### src/rtl/mult_pkg.sv
// Shared types and constants for the multiplier-sharing arbiter.
// Imported by the interface, the arbiter and the top level.
package mult_pkg;
   typedef enum logic [1:0] {
      ST_IDLE  = 2'd0,
      ST_ISSUE = 2'd1,
      ST_WAIT  = 2'd2,
      ST_RESP  = 2'd3
   } state_t;

   localparam int WIDTH_DEFAULT = 32;
   localparam int NREQ_MIN      = 2;
   localparam int NREQ_MAX      = 4;
endpackage

### src/rtl/mult_arbiter_if.sv
// Requester-side operand/result bus of mult_arbiter.
// The master drives operands and accepts results; the slave is the arbiter.
interface mult_arbiter_if #(
   parameter int NREQ  = 2,
   parameter int WIDTH = mult_pkg::WIDTH_DEFAULT
);
   logic [NREQ-1:0]       req_valid;
   logic [NREQ-1:0]       req_ready;
   logic [NREQ*WIDTH-1:0] req_m;
   logic [NREQ*WIDTH-1:0] req_q;
   logic [NREQ-1:0]       resp_valid;
   logic [NREQ-1:0]       resp_ready;
   logic [2*WIDTH-1:0]    resp_prod;
   logic                  resp_err;

   modport master (
      output req_valid, req_m, req_q, resp_ready,
      input  req_ready, resp_valid, resp_prod, resp_err
   );

   modport slave (
      input  req_valid, req_m, req_q, resp_ready,
      output req_ready, resp_valid, resp_prod, resp_err
   );
endinterface

### src/rtl/rr_arbiter.sv
// Combinational round-robin arbiter: search starts one past ptr and the
// first asserted request wins. Grants nothing while en is low.
module rr_arbiter #(
   parameter int NREQ = 2
) (
   input  logic [NREQ-1:0]         req,
   input  logic [$clog2(NREQ)-1:0] ptr,
   input  logic                    en,
   output logic [NREQ-1:0]         gnt,
   output logic [$clog2(NREQ)-1:0] gnt_idx
);
   localparam int IW = $clog2(NREQ);

   logic found;

   always_comb begin
      gnt     = '0;
      gnt_idx = '0;
      found   = 1'b0;
      for (int k = 1; k <= NREQ; k++) begin
         if (en && !found && req[(int'(ptr) + k) % NREQ]) begin
            gnt[(int'(ptr) + k) % NREQ] = 1'b1;
            gnt_idx = IW'((int'(ptr) + k) % NREQ);
            found   = 1'b1;
         end
      end
   end
endmodule

### src/rtl/mult_arbiter.sv
// Shares one iterative multiplier between NREQ requesters: accepts operands
// round-robin, starts the multiplier, and returns the product or a timeout error.
module mult_arbiter
   import mult_pkg::*;
#(
   parameter int NREQ    = 2,
   parameter int WIDTH   = WIDTH_DEFAULT,
   parameter int TIMEOUT = 255
) (
   input  logic               clk,
   input  logic               reset,
   mult_arbiter_if.slave      bus,
   output logic               mul_start,
   output logic [WIDTH-1:0]   mul_m,
   output logic [WIDTH-1:0]   mul_q,
   input  logic [2*WIDTH-1:0] mul_prod,
   input  logic               mul_valid,
   output logic               busy
);
   localparam int IW = $clog2(NREQ);
   localparam int CW = $clog2(TIMEOUT + 1);

   state_t             r_state;
   state_t             w_state_next;
   logic [IW-1:0]      r_ptr;
   logic [IW-1:0]      r_gidx;
   logic [WIDTH-1:0]   r_m;
   logic [WIDTH-1:0]   r_q;
   logic [2*WIDTH-1:0] r_prod;
   logic               r_err;
   logic               r_start;
   logic [CW-1:0]      r_cnt;

   logic [NREQ-1:0]    w_gnt;
   logic [IW-1:0]      w_gnt_idx;
   logic               w_arb_en;
   logic               w_timeout;
   logic [WIDTH-1:0]   w_m_arr [NREQ];
   logic [WIDTH-1:0]   w_q_arr [NREQ];

   generate
      for (genvar gi = 0; gi < NREQ; gi++) begin : g_unpack
         assign w_m_arr[gi] = bus.req_m[gi*WIDTH +: WIDTH];
         assign w_q_arr[gi] = bus.req_q[gi*WIDTH +: WIDTH];
      end
   endgenerate

   // Gating with reset keeps req_ready at zero while reset is held.
   assign w_arb_en = (r_state == ST_IDLE) && reset;

   rr_arbiter #(.NREQ(NREQ)) u_rr_arbiter (
      .req     (bus.req_valid),
      .ptr     (r_ptr),
      .en      (w_arb_en),
      .gnt     (w_gnt),
      .gnt_idx (w_gnt_idx)
   );

   // The counter reaches TIMEOUT on the edge closing the TIMEOUT-th WAIT cycle.
   assign w_timeout = (r_cnt == CW'(TIMEOUT - 1));

   always_comb begin
      w_state_next   = r_state;
      busy           = (r_state != ST_IDLE);
      bus.resp_valid = '0;
      case (r_state)
         ST_IDLE:  if (|w_gnt) w_state_next = ST_ISSUE;
         ST_ISSUE: w_state_next = ST_WAIT;
         ST_WAIT:  if (mul_valid || w_timeout) w_state_next = ST_RESP;
         ST_RESP: begin
            bus.resp_valid[r_gidx] = 1'b1;
            if (bus.resp_ready[r_gidx]) w_state_next = ST_IDLE;
         end
         default:  w_state_next = ST_IDLE;
      endcase
   end

   always_ff @(posedge clk or negedge reset) begin
      if (!reset) begin
         r_state <= ST_IDLE;
         r_ptr   <= IW'(NREQ - 1);
         r_gidx  <= '0;
         r_m     <= '0;
         r_q     <= '0;
         r_prod  <= '0;
         r_err   <= 1'b0;
         r_start <= 1'b0;
         r_cnt   <= '0;
      end else begin
         r_state <= w_state_next;
         // Registered so the start pulse cannot glitch on state decoding.
         r_start <= (w_state_next == ST_ISSUE);
         case (r_state)
            ST_IDLE: begin
               if (|w_gnt) begin
                  r_gidx <= w_gnt_idx;
                  r_m    <= w_m_arr[w_gnt_idx];
                  r_q    <= w_q_arr[w_gnt_idx];
               end
            end
            ST_ISSUE: r_cnt <= '0;
            ST_WAIT: begin
               r_cnt <= r_cnt + 1'b1;
               if (mul_valid) begin
                  r_prod <= mul_prod;
                  r_err  <= 1'b0;
               end else if (w_timeout) begin
                  r_prod <= '0;
                  r_err  <= 1'b1;
               end
            end
            ST_RESP: if (bus.resp_ready[r_gidx]) r_ptr <= r_gidx;
            default: ;
         endcase
      end
   end

   assign bus.req_ready = w_gnt;
   assign bus.resp_prod = r_prod;
   assign bus.resp_err  = r_err;
   assign mul_start     = r_start;
   assign mul_m         = r_m;
   assign mul_q         = r_q;
endmodule

### src/flat_wrapper.sv
// flat-port wrapper written by rule: the top's interface ports become plain ports
module mult_arbiter_flat import mult_pkg::*;
#(
   parameter int NREQ    = 2,
   parameter int WIDTH   = WIDTH_DEFAULT,
   parameter int TIMEOUT = 255
)
  (clk, reset, mul_start, mul_m, mul_q, mul_prod, mul_valid, busy, bus_req_valid, bus_req_m, bus_req_q, bus_resp_ready, bus_req_ready, bus_resp_valid, bus_resp_prod, bus_resp_err);
  mult_arbiter_if #(.NREQ(NREQ), .WIDTH(WIDTH)) bus_i ();
  input  logic clk;
  input  logic reset;
  output logic mul_start;
  output logic [WIDTH-1:0] mul_m;
  output logic [WIDTH-1:0] mul_q;
  input  logic [2*WIDTH-1:0] mul_prod;
  input  logic mul_valid;
  output logic busy;
  input wire logic [$bits(bus_i.req_valid)-1:0] bus_req_valid;
  input wire logic [$bits(bus_i.req_m)-1:0] bus_req_m;
  input wire logic [$bits(bus_i.req_q)-1:0] bus_req_q;
  input wire logic [$bits(bus_i.resp_ready)-1:0] bus_resp_ready;
  output wire logic [$bits(bus_i.req_ready)-1:0] bus_req_ready;
  output wire logic [$bits(bus_i.resp_valid)-1:0] bus_resp_valid;
  output wire logic [$bits(bus_i.resp_prod)-1:0] bus_resp_prod;
  output wire logic [$bits(bus_i.resp_err)-1:0] bus_resp_err;
  assign bus_i.req_valid = bus_req_valid;
  assign bus_i.req_m = bus_req_m;
  assign bus_i.req_q = bus_req_q;
  assign bus_i.resp_ready = bus_resp_ready;
  assign bus_req_ready = bus_i.req_ready;
  assign bus_resp_valid = bus_i.resp_valid;
  assign bus_resp_prod = bus_i.resp_prod;
  assign bus_resp_err = bus_i.resp_err;
  mult_arbiter #(.NREQ(NREQ), .WIDTH(WIDTH), .TIMEOUT(TIMEOUT)) u_core (.clk(clk), .reset(reset), .bus(bus_i), .mul_start(mul_start), .mul_m(mul_m), .mul_q(mul_q), .mul_prod(mul_prod), .mul_valid(mul_valid), .busy(busy));
endmodule
### config.mk
export PLATFORM = sky130hd
export DESIGN_NAME = mult_arbiter_flat
export DESIGN_NICKNAME = d
export VERILOG_FILES = /design/src/rtl/mult_pkg.sv /design/src/rtl/mult_arbiter_if.sv /design/src/rtl/rr_arbiter.sv /design/src/rtl/mult_arbiter.sv /design/src/flat_wrapper.sv
export SDC_FILE = /design/constraint.sdc
export NUM_CORES = 1
export LEC_CHECK = 0
export CAP_MARGIN = 10
export CELL_PAD_IN_SITES_DETAIL_PLACEMENT = 0
export CELL_PAD_IN_SITES_GLOBAL_PLACEMENT = 1
export CORE_UTILIZATION = 26
export CTS_CLUSTER_SIZE = 24
export DETAILED_ROUTE_END_ITERATION = 16
export GPL_TIMING_DRIVEN = 0
export PLACE_DENSITY_LB_ADDON = 0.1
export SETUP_SLACK_MARGIN = 0.4
export SLEW_MARGIN = 0
export SYNTH_ARGS = -nofsm -noshare
export SYNTH_HDL_FRONTEND = slang
export SYNTH_SLANG_ARGS = --single-unit
### constraint.sdc
create_clock -name clk -period 1.78 [get_ports clk]
set_input_delay 0.267 -clock clk [delete_from_list [all_inputs] [get_ports clk]]
set_output_delay 0.267 -clock clk [all_outputs]
set_load 0.05 [all_outputs]
; ---- Word level (Yosys, flattened, before mapping)
; Index checks and enable logic that the tools add are counted.
[op_classes]
addsub = 3
order_cmp = 7
n_eq_ne = 5
muxes = 35
bitwise = 4
reduce_logical = 17
[ops]
columns = operator, count
row1 = 2-to-1 mux 32 bit, 6
row2 = 2-to-1 mux 64 bit, 2
row3 = 2-to-1 mux 1 bit, 16
row4 = case mux 8 bit (2 select lines), 1
row5 = 2-to-1 mux 2 bit, 6
row6 = "adder 8 x 1 -> 8 bit, second input constant", 1
row7 = "equality test 8 bit, second input constant", 1
row8 = case mux 2 bit (4 select lines), 1
row9 = logical AND 1 bit, 7
row10 = "< comparator 2 x 3 -> 1 bit, second input constant", 2
row11 = AND reduction 2 bit, 3
row12 = nonzero test 2 bit, 3
row13 = "equality test 2 x 1 -> 1 bit, second input constant", 2
row14 = "equality test 2 bit, second input constant", 2
row15 = "greater-or-equal comparator 2 x 1 -> 1 bit, second input constant", 2
row16 = demux 1 bit (select 1 bit), 3
row17 = "adder 1 bit, second input constant", 2
row18 = "bitwise AND 1 bit, first input constant", 2
row19 = "greater-or-equal comparator 2 bit, second input constant", 1
row20 = logical NOT 2 bit, 1
row21 = "< comparator 1 x 2 -> 1 bit, second input constant", 1
row22 = NOT 1 -> 2 bit, 1
row23 = OR 2 bit, 1
row24 = OR reduction 2 bit, 1
row25 = other kinds (3), 3
[totals]
register_bits = 142
inputBits = 199
out_inout_bits = 135

; ---- Longest topological paths before layout
[depth]
word_depth = 15
depth_mapped = 8
ltp_nobuf = 6

; ---- By module
; A second synthesis with hierarchy kept.
[hier_totals]
hier_cells = 507
area_unflattened_um2 = 5975.7
[modules_own_cells]
columns = module, instances, cells_per_inst, area_per_inst_um2, seq_area_each_um2
row1 = mult_arbiter, 1, 501, 5949.5, 3554.7
row2 = rr_arbiter, 1, 6, 26.3, 0.0

; ---- Worst setup path after synthesis
; Ideal clock, no wire load.
[synth_timing]
path_type = reg-to-output
from = register u_core.r_state[0]
to = output bus_req_ready[0]
arrival_ns = 1.589
t_required_ns = 1.513
path_slack_ns = -0.076
path_stages_with_launch = 5
n_path_buf = 0
path_cell_list = dfrtp_1 inv_1 ha_1 nand3_1 a21oi_1
[synth_between]
elab_chain_len = 8
[synth_lines]
columns = element, line_no
row1 = from (decl), mult_arbiter.sv:23  ; state_t r_state;
row2 = from (signal assigned), mult_arbiter.sv:90  ; r_state <= w_state_next;
row3 = logical NOT 2 bit *, mult_arbiter.sv:49  ; assign w_arb_en = (r_state == ST_IDLE) && reset;
row4 = logical AND 1 bit *, mult_arbiter.sv:49
row5 = logical AND 1 bit, rr_arbiter.sv:21  ; if (en && !found && req[(int'(ptr) + k) % NREQ]) begin
row6 = 2-to-1 mux 1 bit, rr_arbiter.sv:21
row7 = logical NOT 1 bit, rr_arbiter.sv:21
row8 = logical AND 1 bit (2 in a row), rr_arbiter.sv:21
row9 = 2-to-1 mux 2 bit *, rr_arbiter.sv:21
row10 = to (decl), flat_wrapper.sv:22  ; output wire logic [$bits(bus_i.req_ready)-1:0] bus_req_ready;
; Mark *: on every way between the ends. The rest lies on a longest branch, timed or not.

; ---- Final worst setup path
[layout_timing]
from = register u_core.r_state[1]
to = register u_core.r_prod[21], in the netlist u_core.bus.resp_prod[21]
[layout_between]
elab_chain_len = 2
[layout_lines]
columns = element, line_no
row1 = equality test 2 bit, mult_arbiter.sv:93  ; case (r_state)
row2 = AND reduction 2 bit (no source line), -
row3 = to (signal assigned), mult_arbiter.sv:105  ; r_prod <= mul_prod;
row4 = to (decl), mult_arbiter.sv:29  ; logic [2*WIDTH-1:0] r_prod;
; Every way passes these cells.
; A chain may end at the register's enable or synchronous reset.

==> flow_metrics.py <==
metrics = {
    "status": {
        "status": "complete, but fails checks",
        "violations": "hold timing, setup timing",
    },
    "drt": {
        "route.detailed.drc": 0,
        "dr.pass1.iters": 4,
        "wl_um": 22900,
        "ant_nets": 0,
        "routedWlPerCell_um": 18.7,
        "num_vias": 5646,
        "drt-initial-drc-count": 205,
        "viasPerCell": 4.63,
    },
    "finish": {
        "n_fill_cell": 2058,
        "diodes": 0,
        "nets": 1130,
        "syn_to_final_growth_pct": 85.7,
        "drive_gt1_frac": 0.341,
        "final_common_cell": "clkdlybuf4s50_1",
        "most-common-layout-cells": "clkdlybuf4s50_1, dfrtp_1, buf_2",
        "final_cell_count_no_fill": 1220,
    },
    "timing": {
        "fin_hold_ws_ns": -0.261,
        "rsz0062_at_grt": "yes",
        "skew_ns": 0.0114,
        "fin_crit_sh": 1.08,
        "report.final.setup_viol": 119,
        "slew_viol_final": 0,
        "timing.final.ws_setup_ns": -0.141,
        "tightest_slew_ns": 0.465,
        "hold_viol_final": 75,
        "slew_headroom": 0.690,
        "min_period_ns": 1.92,
        "fmax_mhz": 521,
    },
    "power": {
        "p_sw_uw": 10000,
        "seq_power_share": 0.254,
        "power_density_nw_per_um2": 1900,
        "comb_power_share": 0.562,
        "p_int_uw": 11200,
        "irDropWorstVdd_uv": 677,
        "p_leak_uw": 0.00548,
        "clkPwrFrac": 0.184,
        "switching_share": 0.472,
    },
    "synth": {
        "yosys_warnings": 0,
        "syn_area_um2": 6030,
        "synth_seq_cells": 142,
        "synth_seq_area_share": 0.590,
        "yosysTopAreaCell": "dfrtp_1",
        "synth.net_count": 715,
        "yosysTopAreaCellShare": 0.585,
        "synthDistinctLibCells": 34,
        "synthFlopType": "dfrtp_1",
        "async_flop_share": 1.00,
        "ys_top_cells_by_area": "dfrtp_1, mux2i_1, a22o_1",
        "synth-edff-count": 0,
        "syn_area_per_cell_um2": 11.8,
        "syn_inst": 509,
    },
    "setup_path": {
        "cp_slowest_cell": "dfrtp_2",
        "path_cells": "buf_4 > buf_6 > ha_4 > buf_6 > and4_4 > a21oi_4 > buf_4 > buf_4 > buf_6 > a22o_1",
        "start_kind": "flop",
        "critPathCaptureType": "flop",
        "crit_cells": 10,
        "r2r_cells": 10,
        "crit_buf_inv": 6,
        "critPathRequiredTime_ns": 2.13,
        "max_stage_delay_ns": 0.42,
        "crit_family": "buffers and inverters",
        "cp_max_fo": 10,
        "cp.arrival_ns": 2.27,
        "critPathKind": "reg2reg",
    },
    "clocking": {
        "cts.sinks": 142,
        "cts.clk_slew.worst_paths_ns": 0.06,
        "clock_path_buffers": 2,
        "numCtsBuffers": 17,
        "cts_tree": "built",
        "clock_latency_ns": 0.41,
        "htree_num_levels": 4,
        "cts_root_buffer": "clkbuf_16",
    },
    "placed_design": {
        "dp_cells": 1128,
        "numPortBuffers": 333,
        "hpwl_um": 15800,
        "gp_congestion": 0.834,
    },
    "global_routing": {
        "grt_overflow": 0,
        "grt_pass1_wl_um": 34600,
        "grt_use_total": 0.192,
        "grt_max_degree": 78,
        "grt_pass1_vias": 5882,
        "antenna_found_initial": 1,
    },
    "min_path": {
        "hp-class": "in2async",
    },
    "floorplanning": {
        "die_y_um": 154,
        "row_count": 55,
        "ios": 334,
        "coreArea_um2": 22700,
        "dieArea_um2": 23800,
        "dieWidth_um": 154,
        "start_util": 0.266,
    },
    "job": {
        "maxCapViolCount": 0,
    },
}
-- worst register-to-register path, delay by kind of cell (launching register included) --
kind,cells,cell delay (ns)
flops,1,0.42
buf+inv,6,0.79
simple gates,1,0.15
compound gates,2,0.34
fa+ha+maj,1,0.15
-- synth_stat cells (5+ instances only) --
cell type    n
inv_1        8
ha_1         7
o21ai_1     66
buf_6       10
a22o_1      64
clkbuf_1     8
nor2_1       5
buf_2       14
nand2_1     76
mux2i_1     66
dfrtp_1    141
buf_4        5
a21oi_1      7
-- area by class of cell --
cell class              count  area, µm²  area share
flip-flops and latches    142       3560       0.318
inverters                   9       43.8     0.00391
repair buffers            396       3630       0.324
plain buffers              37        472      0.0421
clock buffers              18        429      0.0383
well taps                 285        357      0.0319
multi-input cells         321       2500       0.224
clock inverters            12        210      0.0188
-- registers in the layout (all words and copies together), names as in the netlist --
register	count
u_core.bus.resp_prod	64
u_core.mul_m	32
u_core.mul_q	32
u_core.r_cnt	8
u_core.r_state	2
u_core.bus.resp_err	1
u_core.mul_start	1
u_core.r_gidx	1
u_core.r_ptr	1
-- through the flow --
step	setup TNS, ns	total power (µW)	setup slack, ns	utilization	area [µm²]
final	-9.04	21300	-0.141	0.493	11200
after global routing	-19.10	22300	-0.222	0.493	11200
after CTS	-7.19	21000	-0.172	0.479	10900
after detailed placement	-45.19	17000	-1.33	0.433	9830
after global placement	-1177.79	16900	-6.50	0.431	9800
after floorplan	0	12700	0.200	-	6110
-- layer usage --
layer	GRT usage	share of wire
met5	0	0.00048
met1	0.218	0.40
met3	0.0672	0.086
met2	0.338	0.50
met4	0.0599	0.015
-- path summary, 6_finish.rpt --
check	start	end	slack (ns)
max	u_core.r_state[1]$_DFF_PN0_	u_core.bus.resp_prod[21]$_DFFE_PN0P_	-0.14
min	reset	u_core.bus.resp_prod[54]$_DFFE_PN0P_	-0.26
max reg2reg	u_core.r_state[1]$_DFF_PN0_	u_core.bus.resp_prod[21]$_DFFE_PN0P_	-0.14
min reg2reg	u_core.mul_q[12]$_DFFE_PN0P_	u_core.mul_q[12]$_DFFE_PN0P_	0.48
max in group asynchronous	reset	u_core.r_cnt[4]$_DFFE_PN0P_	1.32
min in group clk	mul_prod[25]	u_core.bus.resp_prod[25]$_DFFE_PN0P_	0.47
-- power by group through the flow --
stage,sequential (µW),clock (µW),combinational [µW]
floorplan,10100,0,2540
global placement,5430,0,11500
detailed placement,5480,0,11500
CTS,5390,4040,11600
global route,5550,4190,12600
finish,5400,3920,11900
-- timing repair --
| item | CTS | global route |
|---|---|---|
| setup buffers | 35 | 13 |
| hold endpoints to repair | 75 | 75 |
| pin swaps | 19 | 17 |
| endpoints found under the setup margin | 273 | 149 |
| resized for setup | 809 | 31 |
| gates cloned | 11 | 3 |
-- kinds of logic after synthesis --
| kind of cell | Yosys count | synth area share |
|---|---|---|
| AO/OA/AOI/OAI | 147 | 0.166 |
| flip-flops | 142 | 0.590 |
| AND/OR/NAND/NOR | 98 | 0.0685 |
| multiplexers | 67 | 0.111 |
| buffers and inverters | 46 | 0.0471 |
| adder cells (fa/ha/maj) | 7 | 0.0145 |
| XOR/XNOR | 2 | 0.00291 |
Power figures use the tool's default switching activity.
